**src/rtl/keystone_frame_ctrl.sv**
```systemverilog
// Frame controller for the Keystone warp datapath. Coefficients and enable commit only at SOF; software reset drains, flushes, then idles.
// Latency: all outputs registered, one cycle after the causing input. Backpressure: in_gate drops for all of DRAIN and FLUSH.
module keystone_frame_ctrl #(
    parameter int DATA_W        = 32,
    parameter int FRAME_W       = 1920,
    parameter int FRAME_H       = 1080,
    parameter int OUTST_W       = 12,
    parameter int DRAIN_TIMEOUT = 4096,
    parameter int FLUSH_CYCLES  = 16
) (
    input  logic                  aclk,
    input  logic                  areset,
    input  logic                  sw_reset_req,
    input  logic                  enable_req,
    input  logic                  coef_commit,
    input  logic [8*DATA_W-1:0]   h_in,
    input  logic                  in_valid,
    input  logic                  in_ready_dp,
    input  logic                  in_user,
    input  logic                  in_last,
    input  logic                  out_fire,
    output logic                  in_gate,
    output logic [8*DATA_W-1:0]   h_active,
    output logic                  keystone_en,
    output logic                  dp_flush,
    output logic                  commit_pending,
    output logic                  busy,
    output logic [15:0]           frame_count,
    output logic                  err_line,
    output logic                  err_frame,
    output logic                  err_timeout
);

    localparam int DT_W = $clog2(DRAIN_TIMEOUT + 1);
    localparam int FL_W = $clog2(FLUSH_CYCLES + 1);

    // Q8.24 unity on H11 and H22, zero elsewhere
    localparam logic [DATA_W-1:0]   ONE_Q   = {8'h01, {(DATA_W-8){1'b0}}};
    localparam logic [8*DATA_W-1:0] H_IDENT = {{(3*DATA_W){1'b0}}, ONE_Q, {(3*DATA_W){1'b0}}, ONE_Q};

    typedef enum logic [2:0] {IDLE, WAIT_SOF, RUN, DRAIN, FLUSH} state_t;

    state_t                 state_q;
    logic                   sw_q;
    logic                   in_gate_q;
    logic                   dp_flush_q;
    logic                   keystone_en_q;
    logic                   commit_pending_q;
    logic                   err_line_q;
    logic                   err_frame_q;
    logic                   err_timeout_q;
    logic [8*DATA_W-1:0]    h_active_q;
    logic [8*DATA_W-1:0]    h_pend_q;
    logic [15:0]            frame_count_q;
    logic [DT_W-1:0]        drain_t_q;
    logic [FL_W-1:0]        flush_t_q;
    logic [OUTST_W-1:0]     outst_q, outst_d;
    logic [15:0]            pix_q, pix_d;
    logic [15:0]            line_q, line_d;

    logic        accept, sof, eol, sw_rise;
    logic [15:0] pix_base;
    logic        line_err, frame_err;
    logic        drain_done, drain_to;

    assign accept    = in_valid & in_ready_dp & in_gate_q;
    assign sof       = accept & in_user;
    assign eol       = accept & in_last;
    assign sw_rise   = sw_reset_req & ~sw_q;

    // The SOF pixel starts a fresh line, so it counts from zero.
    assign pix_base  = sof ? 16'd0 : pix_q;
    assign line_err  = eol && (({1'b0, pix_base} + 17'd1) != 17'(FRAME_W));
    assign frame_err = sof && (frame_count_q != 16'd0) && (line_q != 16'(FRAME_H));

    assign drain_done = (outst_q == '0);
    assign drain_to   = (drain_t_q == DT_W'(DRAIN_TIMEOUT - 1));

    always_comb begin
        outst_d = outst_q;
        if (accept && !out_fire && (outst_q != '1)) begin
            outst_d = outst_q + 1'b1;
        end else if (out_fire && !accept && (outst_q != '0)) begin
            outst_d = outst_q - 1'b1;
        end

        pix_d = pix_q;
        if (eol) begin
            pix_d = 16'd0;
        end else if (accept) begin
            pix_d = pix_base + 16'd1;
        end

        line_d = line_q;
        if (sof) begin
            line_d = eol ? 16'd1 : 16'd0;
        end else if (eol) begin
            line_d = line_q + 16'd1;
        end

        if (state_q == FLUSH) begin
            outst_d = '0;
            pix_d   = 16'd0;
            line_d  = 16'd0;
        end
    end

    always_ff @(posedge aclk) begin
        if (areset) begin
            outst_q <= '0;
            pix_q   <= 16'd0;
            line_q  <= 16'd0;
        end else begin
            outst_q <= outst_d;
            pix_q   <= pix_d;
            line_q  <= line_d;
        end
    end

    always_ff @(posedge aclk) begin
        sw_q <= sw_reset_req;
        if (areset) begin
            state_q          <= IDLE;
            in_gate_q        <= 1'b1;
            dp_flush_q       <= 1'b0;
            keystone_en_q    <= 1'b0;
            commit_pending_q <= 1'b0;
            err_line_q       <= 1'b0;
            err_frame_q      <= 1'b0;
            err_timeout_q    <= 1'b0;
            h_active_q       <= H_IDENT;
            h_pend_q         <= H_IDENT;
            frame_count_q    <= 16'd0;
            drain_t_q        <= '0;
            flush_t_q        <= '0;
        end else begin
            // A commit landing on the SOF cycle bypasses pending so the newest set wins.
            if (sof) begin
                h_active_q       <= coef_commit ? h_in : h_pend_q;
                keystone_en_q    <= enable_req;
                commit_pending_q <= 1'b0;
                frame_count_q    <= frame_count_q + 16'd1;
                if (coef_commit) begin
                    h_pend_q <= h_in;
                end
            end else if (coef_commit) begin
                h_pend_q         <= h_in;
                commit_pending_q <= 1'b1;
            end

            if (line_err) begin
                err_line_q <= 1'b1;
            end
            if (frame_err) begin
                err_frame_q <= 1'b1;
            end

            if (sw_rise && (state_q != FLUSH) && (state_q != DRAIN)) begin
                state_q   <= DRAIN;
                in_gate_q <= 1'b0;
                drain_t_q <= '0;
            end else begin
                case (state_q)
                    IDLE: begin
                        if (enable_req || commit_pending_q) begin
                            state_q <= WAIT_SOF;
                        end
                    end
                    WAIT_SOF: begin
                        if (sof) begin
                            state_q <= RUN;
                        end
                    end
                    RUN: begin
                        state_q <= RUN;
                    end
                    DRAIN: begin
                        h_pend_q         <= H_IDENT;
                        commit_pending_q <= 1'b0;
                        if (drain_done || drain_to) begin
                            state_q       <= FLUSH;
                            dp_flush_q    <= 1'b1;
                            flush_t_q     <= '0;
                            err_line_q    <= 1'b0;
                            err_frame_q   <= 1'b0;
                            err_timeout_q <= ~drain_done;
                        end else begin
                            drain_t_q <= drain_t_q + 1'b1;
                        end
                    end
                    FLUSH: begin
                        if (flush_t_q == FL_W'(FLUSH_CYCLES - 1)) begin
                            state_q    <= IDLE;
                            dp_flush_q <= 1'b0;
                            in_gate_q  <= 1'b1;
                        end else begin
                            flush_t_q <= flush_t_q + 1'b1;
                        end
                    end
                    default: begin
                        state_q <= IDLE;
                    end
                endcase
            end
        end
    end

    assign in_gate        = in_gate_q;
    assign h_active       = h_active_q;
    assign keystone_en    = keystone_en_q;
    assign dp_flush       = dp_flush_q;
    assign commit_pending = commit_pending_q;
    assign busy           = (state_q != IDLE);
    assign frame_count    = frame_count_q;
    assign err_line       = err_line_q;
    assign err_frame      = err_frame_q;
    assign err_timeout    = err_timeout_q;

endmodule
```
**config.mk**
```make
export PLATFORM = sky130hd
export DESIGN_NAME = keystone_frame_ctrl
export DESIGN_NICKNAME = d
export VERILOG_FILES = /design/src/rtl/keystone_frame_ctrl.sv
export SDC_FILE = /design/constraint.sdc
export NUM_CORES = 1
export LEC_CHECK = 0
export CORE_MARGIN = 2
export CORE_UTILIZATION = 35
export CTS_BUF_LIST = sky130_fd_sc_hd__clkbuf_4
export DETAILED_ROUTE_END_ITERATION = 8
export GPL_TIMING_DRIVEN = 0
export PLACE_DENSITY = 0.59
export SLEW_MARGIN = 0
export SYNTH_ARGS = -nofsm -noshare
export SYNTH_HDL_FRONTEND = slang
export SYNTH_SLANG_ARGS = --single-unit
```
**constraint.sdc**
```tcl
create_clock -name aclk -period 8.3 [get_ports aclk]
set_clock_uncertainty 0.15 [all_clocks]
set_input_delay 1.245 -clock aclk [delete_from_list [all_inputs] [get_ports aclk]]
set_output_delay 1.245 -clock aclk [all_outputs]
set_load 0.01 [all_outputs]
```
Yosys cells after proc, flatten, opt, wreduce, memory -nomap -nowiden
Cells that the tools add are included.
W data, S select, Z words.

operators by class
  $add $sub $neg = 8
  equal/unequal tests = 20
  mux-type cells = 36
  bitwise gates (word level) = 9
  reduce and logical (&&, ||, !) cells = 33

operators with widths
  kind                     count
  $mux W256                3
  $add A16 B1 Y16 const B  3
  $mux W16                 3
  $mux W12                 2
  $mux W1                  18
  $add A16 B1 Y17 const B  1
  $ne A17 B11 Y1 const B   1
  $ne A16 B11 Y1 const B   1
  $reduce_and A4 Y1        4
  $reduce_bool A16 Y1      1
  $pmux W3 S5              1
  $add A13 B1 Y13 const B  1
  $eq A13 B12 Y1 const B   1
  $add A12 B1 Y12 const B  1
  $logic_not A12 Y1        1
  $mux W3                  4
  $ne A12 B12 Y1 const B   1
  $ne A3 B3 Y1 const B     4
  $reduce_bool A12 Y1      1
  $sub A12 B1 Y12 const B  1
  $mux W5                  2
  $pmux W5 S2              1
  $reduce_bool A2 Y1       5
  $logic_and A1 B1 Y1      9
  21 further kinds         36

word-level totals
  flip-flop bits (word level) = 601
  bits of input ports = 266
  output and inout bits = 280
  word-level logic and storage cells = 124

Depth between registers and ports, before layout
Gate-level depths: netlist of run 1.

  word-level depth = 11
  gate-level depth with buffers = 12
  gate-level depth less buffers = 9

Worst setup path before layout of run 1
No wires, ideal clock.

  path kind = input to register
  from = input in_valid
  to = register err_line_q, in the netlist err_line
  setup time = 0.120 ns
  arrival time = 3.563 ns
  required time = 8.030 ns
  slack = 4.467 ns
  stages = 12
  buffers on the path = 3
  cell sequence = and4_1 -> buf_2 -> buf_2 -> buf_2 -> nor2b_1 -> ha_1 -> and3_2 -> and3_2 -> xnor2_1 -> nor4_2 -> nand4b_1 -> o31a_1

between the ends
  longest elaborated chain between the ends = 11
  elaborated cells between the ends (all ways) = 12
  those cells by class = 1 x add/sub; 1 x eq/ne; 5 x mux; 4 x bitwise; 1 x reduce/logical

ends and longest elaborated chain
  item                           RTL line  RTL
  start, declared                17        input logic in_valid,
  $and A1 B1 Y1 * (2 in series)  66        assign accept = in_valid & in_ready_dp & in_gate_q;
  $and A1 B1 Y1                  67        assign sof = accept & in_user;
  $mux W16                       72        assign pix_base = sof ? 16'd0 : pix_q;
  $add A16 B1 Y17                73        assign line_err = eol && (({1'b0, pix_base} + 17'd1) != 17'(FRAME_W));
  $ne A17 B11 Y1                 73
  $logic_and A1 B1 Y1 *          73
  $mux W1 *                      151       if (line_err) begin
  $mux W1                        180       if (drain_done || drain_to) begin
  $mux W1                        163       case (state_q)
  $mux W1 *                      158       if (sw_rise && (state_q != FLUSH) && (state_q != DRAIN)) begin
  end signal, assigned           128       err_line_q <= 1'b0;
  end signal, assigned           152       err_line_q <= 1'b1;
  end signal, assigned           184       err_line_q <= 1'b0;
  end, declared                  49        logic err_line_q;

Mark *: on every way between the ends. The rest lies on a longest branch, timed or not.
A chain may end at the register's enable or synchronous reset.

Worst setup path in the final report of run 1
  from = input in_ready_dp
  to = register err_line_q, in the netlist err_line

between the ends
  longest elaborated chain between the ends = 11
  elaborated cells between the ends (all ways) = 12
  those cells by class = 1 x add/sub; 1 x eq/ne; 5 x mux; 4 x bitwise; 1 x reduce/logical

ends and longest elaborated chain
  item                           RTL line  RTL
  start, declared                18        input logic in_ready_dp,
  $and A1 B1 Y1 * (2 in series)  66
  $and A1 B1 Y1                  67
  $mux W16                       72
  $add A16 B1 Y17                73
  $ne A17 B11 Y1                 73
  $logic_and A1 B1 Y1 *          73
  $mux W1 *                      151
  $mux W1                        180
  $mux W1                        163
  $mux W1 *                      158

Marked as above.

==> results of run 1 <==
placed cells by master, fill, tap and decap left out, types with 23 or more instances in the layout:
master	count
dfxtp_1	601
nor2_1	583
clkdlybuf4s50_1	544
a211oi_1	261
mux2i_1	260
clkbuf_4	245
clkbuf_1	100
buf_2	58
nand2_1	57
a21oi_1	50
o21ai_0	34
xnor2_1	25
nor3_1	23
clkinv_1	23
stage by stage:
stage	total power (W)	cell area [um2]	worst slack, ns
after floorplan	0.00384	22100	4.47
after global placement	0.00430	28600	3.01
after detailed placement	0.00432	28600	2.97
after CTS	0.00693	30600	4.07
after global routing	0.00721	30700	3.88
final	0.00684	30700	3.96
cells in the mapped netlist (all sizes together), types with 12 or more instances:
master	count
a211oi	261
a21oi	50
and3	16
buf	70
clkbuf	100
dfxtp	601
ha	19
inv	14
mux2i	260
nand2	57
nand3	20
nand4	23
nor2	583
nor3	25
nor4	12
o21ai	35
or3	15
xnor2	25
xor2	22
final cells by class:
cell class	instances	area [um2]	share of cell area, %
Buffer	170	737	2.40
Timing Repair Buffer	545	5450	17.8
Clock buffer	245	1840	6.00
Tap cell	846	1060	3.45
Inverter	14	52.6	0.171
Sequential cell	601	12000	39.2
Multi-Input combinational cell	1490	9290	30.3
Antenna cell	12	30.0	0.0979
Clock inverter	37	170	0.555
flip-flops by register name (all words and copies together) (netlist names), 3 cells and up:
name / count
h_active: 256
h_pend_q: 256
frame_count: 16
line_q: 16
pix_q: 16
drain_t_q: 13
outst_q: 12
flush_t_q: 5
state_q: 3
kinds of logic (layout without fill, tap and decap cells):
| logic type | Yosys count | in the layout |
|---|---|---|
| compound gates | 380 | 380 |
| xor+xnor | 47 | 47 |
| fa+ha+maj | 20 | 20 |
| buf+inv | 184 | 1011 |
| flops | 601 | 601 |
| mux | 260 | 260 |
| other cells | 0 | 12 |
| simple gates | 783 | 783 |
metal layers:
metal | vias up | track usage [%]
li1 | 9457 | -
met5 | - | 0
met4 | 10 | 8.37
met2 | 634 | 38.3
met1 | 9119 | 26.1
met3 | 104 | 8.15
power by group:
| part | total (W) | leakage, nW | switching, W | internal [W] |
|---|---|---|---|---|
| sequential | 0.00316 | 4.92 | 0.0000955 | 0.00306 |
| clock | 0.00258 | 1.21 | 0.00123 | 0.00134 |
| combinational | 0.00110 | 5.71 | 0.000574 | 0.000527 |
worst paths after layout:
kind                        to  cells past startpoint    startpoint  slack [ns]
setup / recovery      err_line                     13   in_ready_dp        3.96
hold / removal    h_active[24]                      1  h_active[24]        0.32
setup reg to reg      err_line                     12       in_gate        4.33
hold reg to reg   h_active[24]                      1  h_active[24]        0.32
==> flow_summary.yaml, run 1 <==
floorplan:
  dieArea_um2: 65200
  start_util_pct: 35.2
  die_y_um: 255
  die_x_um: 255
  rows: 92
  io-pin-count: 546
  coreArea_um2: 62700
drt:
  drtIter0Drc: 997
  wl_met3_um: 6020
  met2_length_um: 36400
  routed_via_density: 4.88
  drt_drc_violations_left: 0
  wirelength_um: 75300
  dr.pass1.iters: 5
  ant_nets: 0
  routedWlPerCell_um: 19.0
  top_layer: "met5"
  via_count: 19300
  met1_length_um: 31200
critical_path:
  cp.arrival_ns: 5.05
  critical_path_required_ns: 9.01
  path_buf_inv: 4
  crit_path_frequent_cell: "buf_2"
  critical-path-slowest-cell: "clkdlybuf4s50_1"
  path_max_fanout: 10
  cpPeakStageDelay_ns: 0.56
  start_kind: "input pin"
  crit_path_end_kind: "flop"
  crit_path_cell_trace: "clkdlybuf4s50_1 > and4_1 > buf_2 > buf_2 > buf_2 > nor2b_1 > ha_1 > and3_2 > and3_2 > xnor2_1 > nor4_2 > nand4b_1 > o31a_1"
  crit_type: "input pin to flop"
  critPathTopFamily: "buffers and inverters"
logic_synthesis:
  synth.area.mux_share_pct: 11.8
  syn_nets: 2561
  netlist_area_um2: 22100
  synthDistinctLibCells: 63
  synth_fa_ha_area_share_pct: 1.17
  yosys_warnings: 0
  synth_edf_count: 0
  ys_seq_elements: 601
  synth-xor-area-share_pct: 1.86
  avgSynthCellArea_um2: 9.72
  synth_simple_gate_area_share_pct: 15.1
  synth-main-ff-cell: "dfxtp_1"
  synthTopCellsByArea: "dfxtp_1 54%, mux2i_1 12%, nor2_1 9.9%"
  yosysSeqAreaShare_pct: 54.4
  syn_inst: 2275
  synth_top_family_by_area: "simple AND/OR/NAND/NOR gates"
  yosysTopAreaCellShare_pct: 54.4
  async_flop_share_pct: 0
  synth_compound_area_share_pct: 12.1
  synth.largest_area_cell: "dfxtp_1"
cts:
  htreeDepth: 4
  cts_root_buffer: "clkbuf_4"
  cts_tree: "done"
  ctsLongestPathBuffers: 3
  path_clk_slew_ns: 0.07
  cts_sinks: 601
  ctsResizeCount: 0
  cts_buffers: 163
  cts_hold_buf: 0
  clk_latency_ns: 0.98
  cts_setup_buffers: 0
power_and_ir_drop:
  ir_worst_vdd_v: 0.000120
  powerDensity_nw_per_um2: 223
  p_leak_nw: 11.8
grt:
  grt_pass1_wl_um: 114000
  grt_overflow: 0
  grt_pass1_vias: 19300
  grt_usage_pct: 22.6
  antenna_found_initial: 14
  grt_max_degree: 17
timing:
  setup_viol: 0
  clock.fmax_mhz: 230
  slew_headroom_pct: 12.8
  period_share_pct: 52.3
  hold_viol: 0
  slew_viol_final: 0
  grt_setup_unrepaired: "false"
  tns_ns: 0
  whs_ns: 0.321
  max_slew.worst_pin.slew_ns: 1.31
  fin_crit_ns: 4.34
layout:
  n_fill_cell: 6010
  fin_util_pct: 48.9
  area_growth_syn_to_layout_pct: 38.7
  drive_above_1_share_pct: 11.1
  nets: 3271
  final_cells: 3960
placement:
  hpwlAfterDp_um: 56100
  dpl.cell_count: 3666
  gp_congestion: 0.856
  io_buffers: 544
worst_hold_path:
  hold_class: "flop to flop"
flow_run:
  max_cap_viol_count: 0
run_status:
  status: "finished clean"
Note: power is estimated with default switching activity, not from simulation.
==> run 2: changes to the inputs <==
==> constraint.sdc (replaced) <==
create_clock -name aclk -period 4.45 [get_ports aclk]
set_clock_uncertainty 0.15 [all_clocks]
set_input_delay 0.6675 -clock aclk [delete_from_list [all_inputs] [get_ports aclk]]
set_output_delay 0.6675 -clock aclk [all_outputs]
set_load 0.01 [all_outputs]
==> run 2 against run 1 <==
  * Critical endpoint unchanged
  * Critical path depth fell by 1
  * First-iteration DRC count up 0.40%
  * Worst setup slack lost 3.5 ns
  * Critical path type is now flop to flop
==> flow_summary.yaml, run 2 (synthesis gave the netlist of run 1 again) <==
critical_path:
  critical-path-slowest-cell: "dfxtp_1"
  crit_path_frequent_cell: "buf_2"
  critical_path.startpoint: "in_gate"
  timing.rr.start: "in_gate"
  crit_type: "flop to flop"
  crit_path_cell_trace: "and4_1 > buf_2 > buf_2 > buf_2 > nor2b_1 > ha_1 > and3_2 > and3_2 > xnor2_1 > nor4_2 > nand4b_1 > o31a_1"
  path_buf_inv: 3
  path_max_fanout: 10
  critPathTopFamily: "simple AND/OR/NAND/NOR gates"
  crit_path_end_kind: "flop"
  cp.arrival_ns: 4.68
  cpPeakStageDelay_ns: 0.45
  critical_path_required_ns: 5.16
  start_kind: "flop"
  rrSetupSlack_ns: 0.48
power_and_ir_drop:
  total_power_w: 0.0128
  powerDensity_nw_per_um2: 416
  p_leak_nw: 11.8
  ir_worst_vdd_v: 0.000224
cts:
  ctsResizeCount: 0
  cts_buffers: 163
  htreeDepth: 4
  clk_latency_ns: 0.97
  cts_sinks: 601
  cts_root_buffer: "clkbuf_4"
  cts_tree: "done"
  cts_setup_buffers: 0
  path_clk_slew_ns: 0.07
  cts_hold_buf: 1
  ctsLongestPathBuffers: 3
floorplan:
  io-pin-count: 546
  coreArea_um2: 62700
  die_x_um: 255
  rows: 92
  die_y_um: 255
  dieArea_um2: 65200
  start_util_pct: 35.2
layout:
  final_cell_mix: "601 x dfxtp_1, 583 x nor2_1, 544 x clkdlybuf4s50_1, 261 x a211oi_1, 260 x mux2i_1"
  n_fill_cell: 6011
  final_common_cell: "dfxtp_1"
  multi_input_area_um2: 9290
  nets: 3272
  area_growth_syn_to_layout_pct: 38.7
  fin_area_um2: 30700
  drive_above_1_share_pct: 11.1
  seq_area_um2: 12000
drt:
  routed_via_density: 4.89
  ant_nets: 0
  drt_drc_violations_left: 0
  routedWlPerCell_um: 19.0
  via_count: 19400
  drtIter0Drc: 1001
  dr.pass1.iters: 5
  wirelength_um: 75300
flow_run:
  max_cap_viol_count: 0
timing:
  whs_ns: 0.145
  max_slew.worst_pin.slew_ns: 1.31
  grt_setup_unrepaired: "false"
  period_share_pct: 89.2
  tns_ns: 0
  clock.fmax_mhz: 252
  fin_crit_ns: 3.97
  slew_headroom_pct: 12.5
  setup_slack_ns: 0.479
  slew_viol_final: 0
  hold_viol: 0
  setup_viol: 0
run_status:
  status: "finished clean"
grt:
  grt_pass1_vias: 19300
  antenna_found_initial: 14
  grt_pass1_wl_um: 114000
  grt_max_degree: 17
  grt_usage_pct: 22.6
  grt_overflow: 0
placement:
  io_buffers: 544
  placed_area_um2: 28600
  hpwlAfterDp_um: 56100
  gp_congestion: 0.856
  dp_slack_ns: -0.303
worst_hold_path:
  hold_class: "input pin to flop"
  worstHoldStart: "enable_req"
## run 2: changes by cell type in the layout (fill, tap and decap cells not counted)
cell           previous run  this run
diode_2                  12        11
dlygate4sd3_1             0         1
## run 2: routing by layer
metal | global-route usage, % | share of wire [%] | vias up
met4 | 8.37 | 2.3 | 10
met2 | 38.3 | 48 | 642
li1 | - | - | 9462
met5 | 0 | 0.080 | -
met1 | 26.1 | 41 | 9139
met3 | 8.15 | 8.0 | 112
## run 2: path summary, 6_finish.rpt
path | depth (start not counted) | to
min reg2reg | 2 | h_pend_q[24]
min | 3 | keystone_en
max reg2reg | 12 | err_line
max | 12 | err_line
## run 2: final cells by class
type,count,area share (%)
antenna,11,0.0897
buffer,170,2.40
clock buffer,245,6.00
clock inverter,37,0.555
inverter,14,0.171
multi-input combinational,1490,30.3
sequential,601,39.2
tap,846,3.45
timing repair buffer,546,17.8
## run 2: tightest hold or removal path: cells and delay by family
family                 cells  cell delay, ns
AO/OA/AOI/OAI              1            0.05
AND/OR/NAND/NOR            1            0.07
buffers and inverters      1            0.44
## run 2: report_power, final
group	total (W)	leakage (nW)	switching (W)	internal [W]
Clock	0.00481	1.21	0.00230	0.00251
Sequential	0.00589	4.92	0.000178	0.00571
Combinational	0.00206	5.71	0.00107	0.000984
## run 2: metrics by stage
stage | cells | util (%)
5_1_grt | 3958 | 48.9
2_1_floorplan | 2275 | -
3_5_place_dp | 3666 | 45.6
3_3_place_gp | 3665 | 45.6
6_report | 3960 | 48.9
4_1_cts | 3949 | 48.8
==> run 3: changes to the inputs <==
--- a/config.mk
+++ b/config.mk
@@ -5,12 +5,12 @@
 export SDC_FILE = /design/constraint.sdc
 export NUM_CORES = 1
 export LEC_CHECK = 0
-export CORE_MARGIN = 2
 export CORE_UTILIZATION = 35
 export CTS_BUF_LIST = sky130_fd_sc_hd__clkbuf_4
 export DETAILED_ROUTE_END_ITERATION = 8
 export GPL_TIMING_DRIVEN = 0
 export PLACE_DENSITY = 0.59
+export SETUP_SLACK_MARGIN = 0.5
 export SLEW_MARGIN = 0
 export SYNTH_ARGS = -nofsm -noshare
 export SYNTH_HDL_FRONTEND = slang
==> run 3 against run 2 <==
  * Worst setup slack improved by 0.24 ns
  * Critical endpoint unchanged
  * Combinational power hardly changed
  * Largest cell class unchanged
  * Maximum frequency up 6.4%
  * Utilization grew 0.56 points
  * Flip-flop and latch count is the same
  * Die area is 1.6% lower
  * Power up 0.55%
  * Critical path type unchanged
  * Final area hardly changed
  * Sequential power barely moved
==> flow_summary.yaml, run 3 (synthesis gave the netlist of run 1 again) <==
run_status:
  status: "finished clean"
placement:
  io_buffers: 544
  hpwlAfterDp_um: 56400
  dp_slack_ns: -0.438
  placed_area_um2: 28600
  gp_congestion: 0.863
floorplan:
  coreArea_um2: 62100
  start_util_pct: 35.6
  io-pin-count: 546
  dieArea_um2: 64200
  die_y_um: 253
  die_x_um: 253
  rows: 91
drt:
  drt_drc_violations_left: 0
  via_count: 19300
  drtIter0Drc: 866
  routedWlPerCell_um: 19.1
  routed_via_density: 4.90
  wirelength_um: 75200
  ant_nets: 0
  dr.pass1.iters: 6
layout:
  final_cell_mix: "601 x dfxtp_1, 583 x nor2_1, 544 x clkdlybuf4s50_1, 261 x a211oi_1, 260 x mux2i_1"
  fin_util_pct: 49.4
  area_growth_syn_to_layout_pct: 38.8
  final_common_cell: "dfxtp_1"
  fin_area_um2: 30700
  drive_above_1_share_pct: 10.7
  nets: 3272
worst_hold_path:
  worstHoldStart: "enable_req"
  holdPathEnd: "keystone_en"
  hold_class: "input pin to flop"
  whs_path_depth: 3
critical_path:
  path_max_fanout: 10
  timing.rr.start: "in_gate"
  critical_path_required_ns: 5.16
  rrSetupSlack_ns: 0.72
  r2r_end: "err_line"
  critical-path-slowest-cell: "dfxtp_1"
  critical_path.startpoint: "in_gate"
  crit_type: "flop to flop"
  crit_path_cell_trace: "and4_2 > clkbuf_4 > buf_4 > clkbuf_4 > nor2b_1 > ha_1 > and3_2 > and3_2 > xnor2_1 > nor4_2 > nand4b_1 > o31a_1"
  cpPeakStageDelay_ns: 0.41
  start_kind: "flop"
  r2r.worst_path.cells: 12
  crit_path_end_kind: "flop"
  cp.arrival_ns: 4.44
cts:
  htreeDepth: 4
  path_clk_slew_ns: 0.06
  cts_tree: "done"
  cts_sinks: 601
  ctsLongestPathBuffers: 3
  cts_buffers: 163
  cts_root_buffer: "clkbuf_4"
  clk_latency_ns: 1.00
  cts_setup_buffers: 0
timing:
  fin_crit_ns: 3.73
  tns_ns: 0
  slew_viol_final: 0
  setup_slack_ns: 0.717
  max_slew.worst_pin.slew_ns: 1.02
  clock.fmax_mhz: 268
  setup_viol: 0
  period_share_pct: 83.9
  whs_ns: 0.153
  grt_setup_unrepaired: "false"
  hold_viol: 0
  slew_headroom_pct: 32.3
flow_run:
  max_cap_viol_count: 0
grt:
  antenna_found_initial: 21
  grt_max_degree: 17
  grt_overflow: 0
  grt_usage_pct: 23.0
  grt_pass1_vias: 19500
  grt_pass1_wl_um: 113000
power_and_ir_drop:
  powerDensity_nw_per_um2: 418
  ir_worst_vdd_v: 0.000320
  p_leak_nw: 11.8
[run 3: cell count changes in the layout (fill, tap and decap cells not counted), moves of 2 or more]
cell / delta
bufinv_16: +3
clkinv_1: +7
inv_6: +2
clkinv_4: +2
clkbuf_4: -17
buf_2: -4
diode_2: +3
inv_2: -5
[run 3: power breakdown]
part           leakage, nW  internal, W  switching [W]
sequential            4.92      0.00571       0.000181
combinational         5.71     0.000984        0.00107
clock                 1.18      0.00252        0.00236
[run 3: worst max-delay path by stage]
stage | end | slack, ns | cells past startpoint
after floorplan | outst_q[8] | 1.06 | 9
after global placement | err_line | -0.37 | 13
after detailed placement | err_line | -0.44 | 13
after CTS | err_line | 0.58 | 12
after global routing | err_line | 0.51 | 12
final | err_line | 0.72 | 12
[run 3: what timing repair did]
item,in CTS,in global routing
endpoints found under the setup margin,1,1
gates resized for setup,2,3
hold buffers,1,0
hold endpoints to repair,1,0
[run 3: area by class of cell]
| cell class | count | area (um2) |
|---|---|---|
| antenna | 14 | 35.0 |
| clock inverter | 49 | 327 |
| inverter | 14 | 52.6 |
| buffer | 170 | 747 |
| fill | 5872 | 31400 |
| sequential | 601 | 12000 |
| tap | 837 | 1050 |
| multi-input combinational | 1490 | 9290 |
| timing repair buffer | 546 | 5460 |
| clock buffer | 225 | 1690 |
[run 3: routing by layer]
layer / vias up / track usage [%] / wire, um
li1: 9443 / - / -
met1: 9049 / 24.3 / 28600
met2: 651 / 39.3 / 36500
met3: 160 / 10.8 / 7890
met4: 26 / 9.16 / 2030
met5: - / 0 / 192
[run 3: through the flow]
step | total power (W) | instances
global placement | 0.00802 | 3656
global route | 0.0135 | 3938
floorplan | 0.00717 | 2275
CTS | 0.0130 | 3932
detailed placement | 0.00806 | 3657
finish | 0.0128 | 3946
[run 3: worst max-delay path: cells and delay by family, from the launching register on]
family	cells	cell delay, ns
compound gates	1	0.31
xor+xnor	1	0.14
simple gates	6	1.40
buf+inv	3	0.88
flops	1	0.41
fa+ha+maj	1	0.31
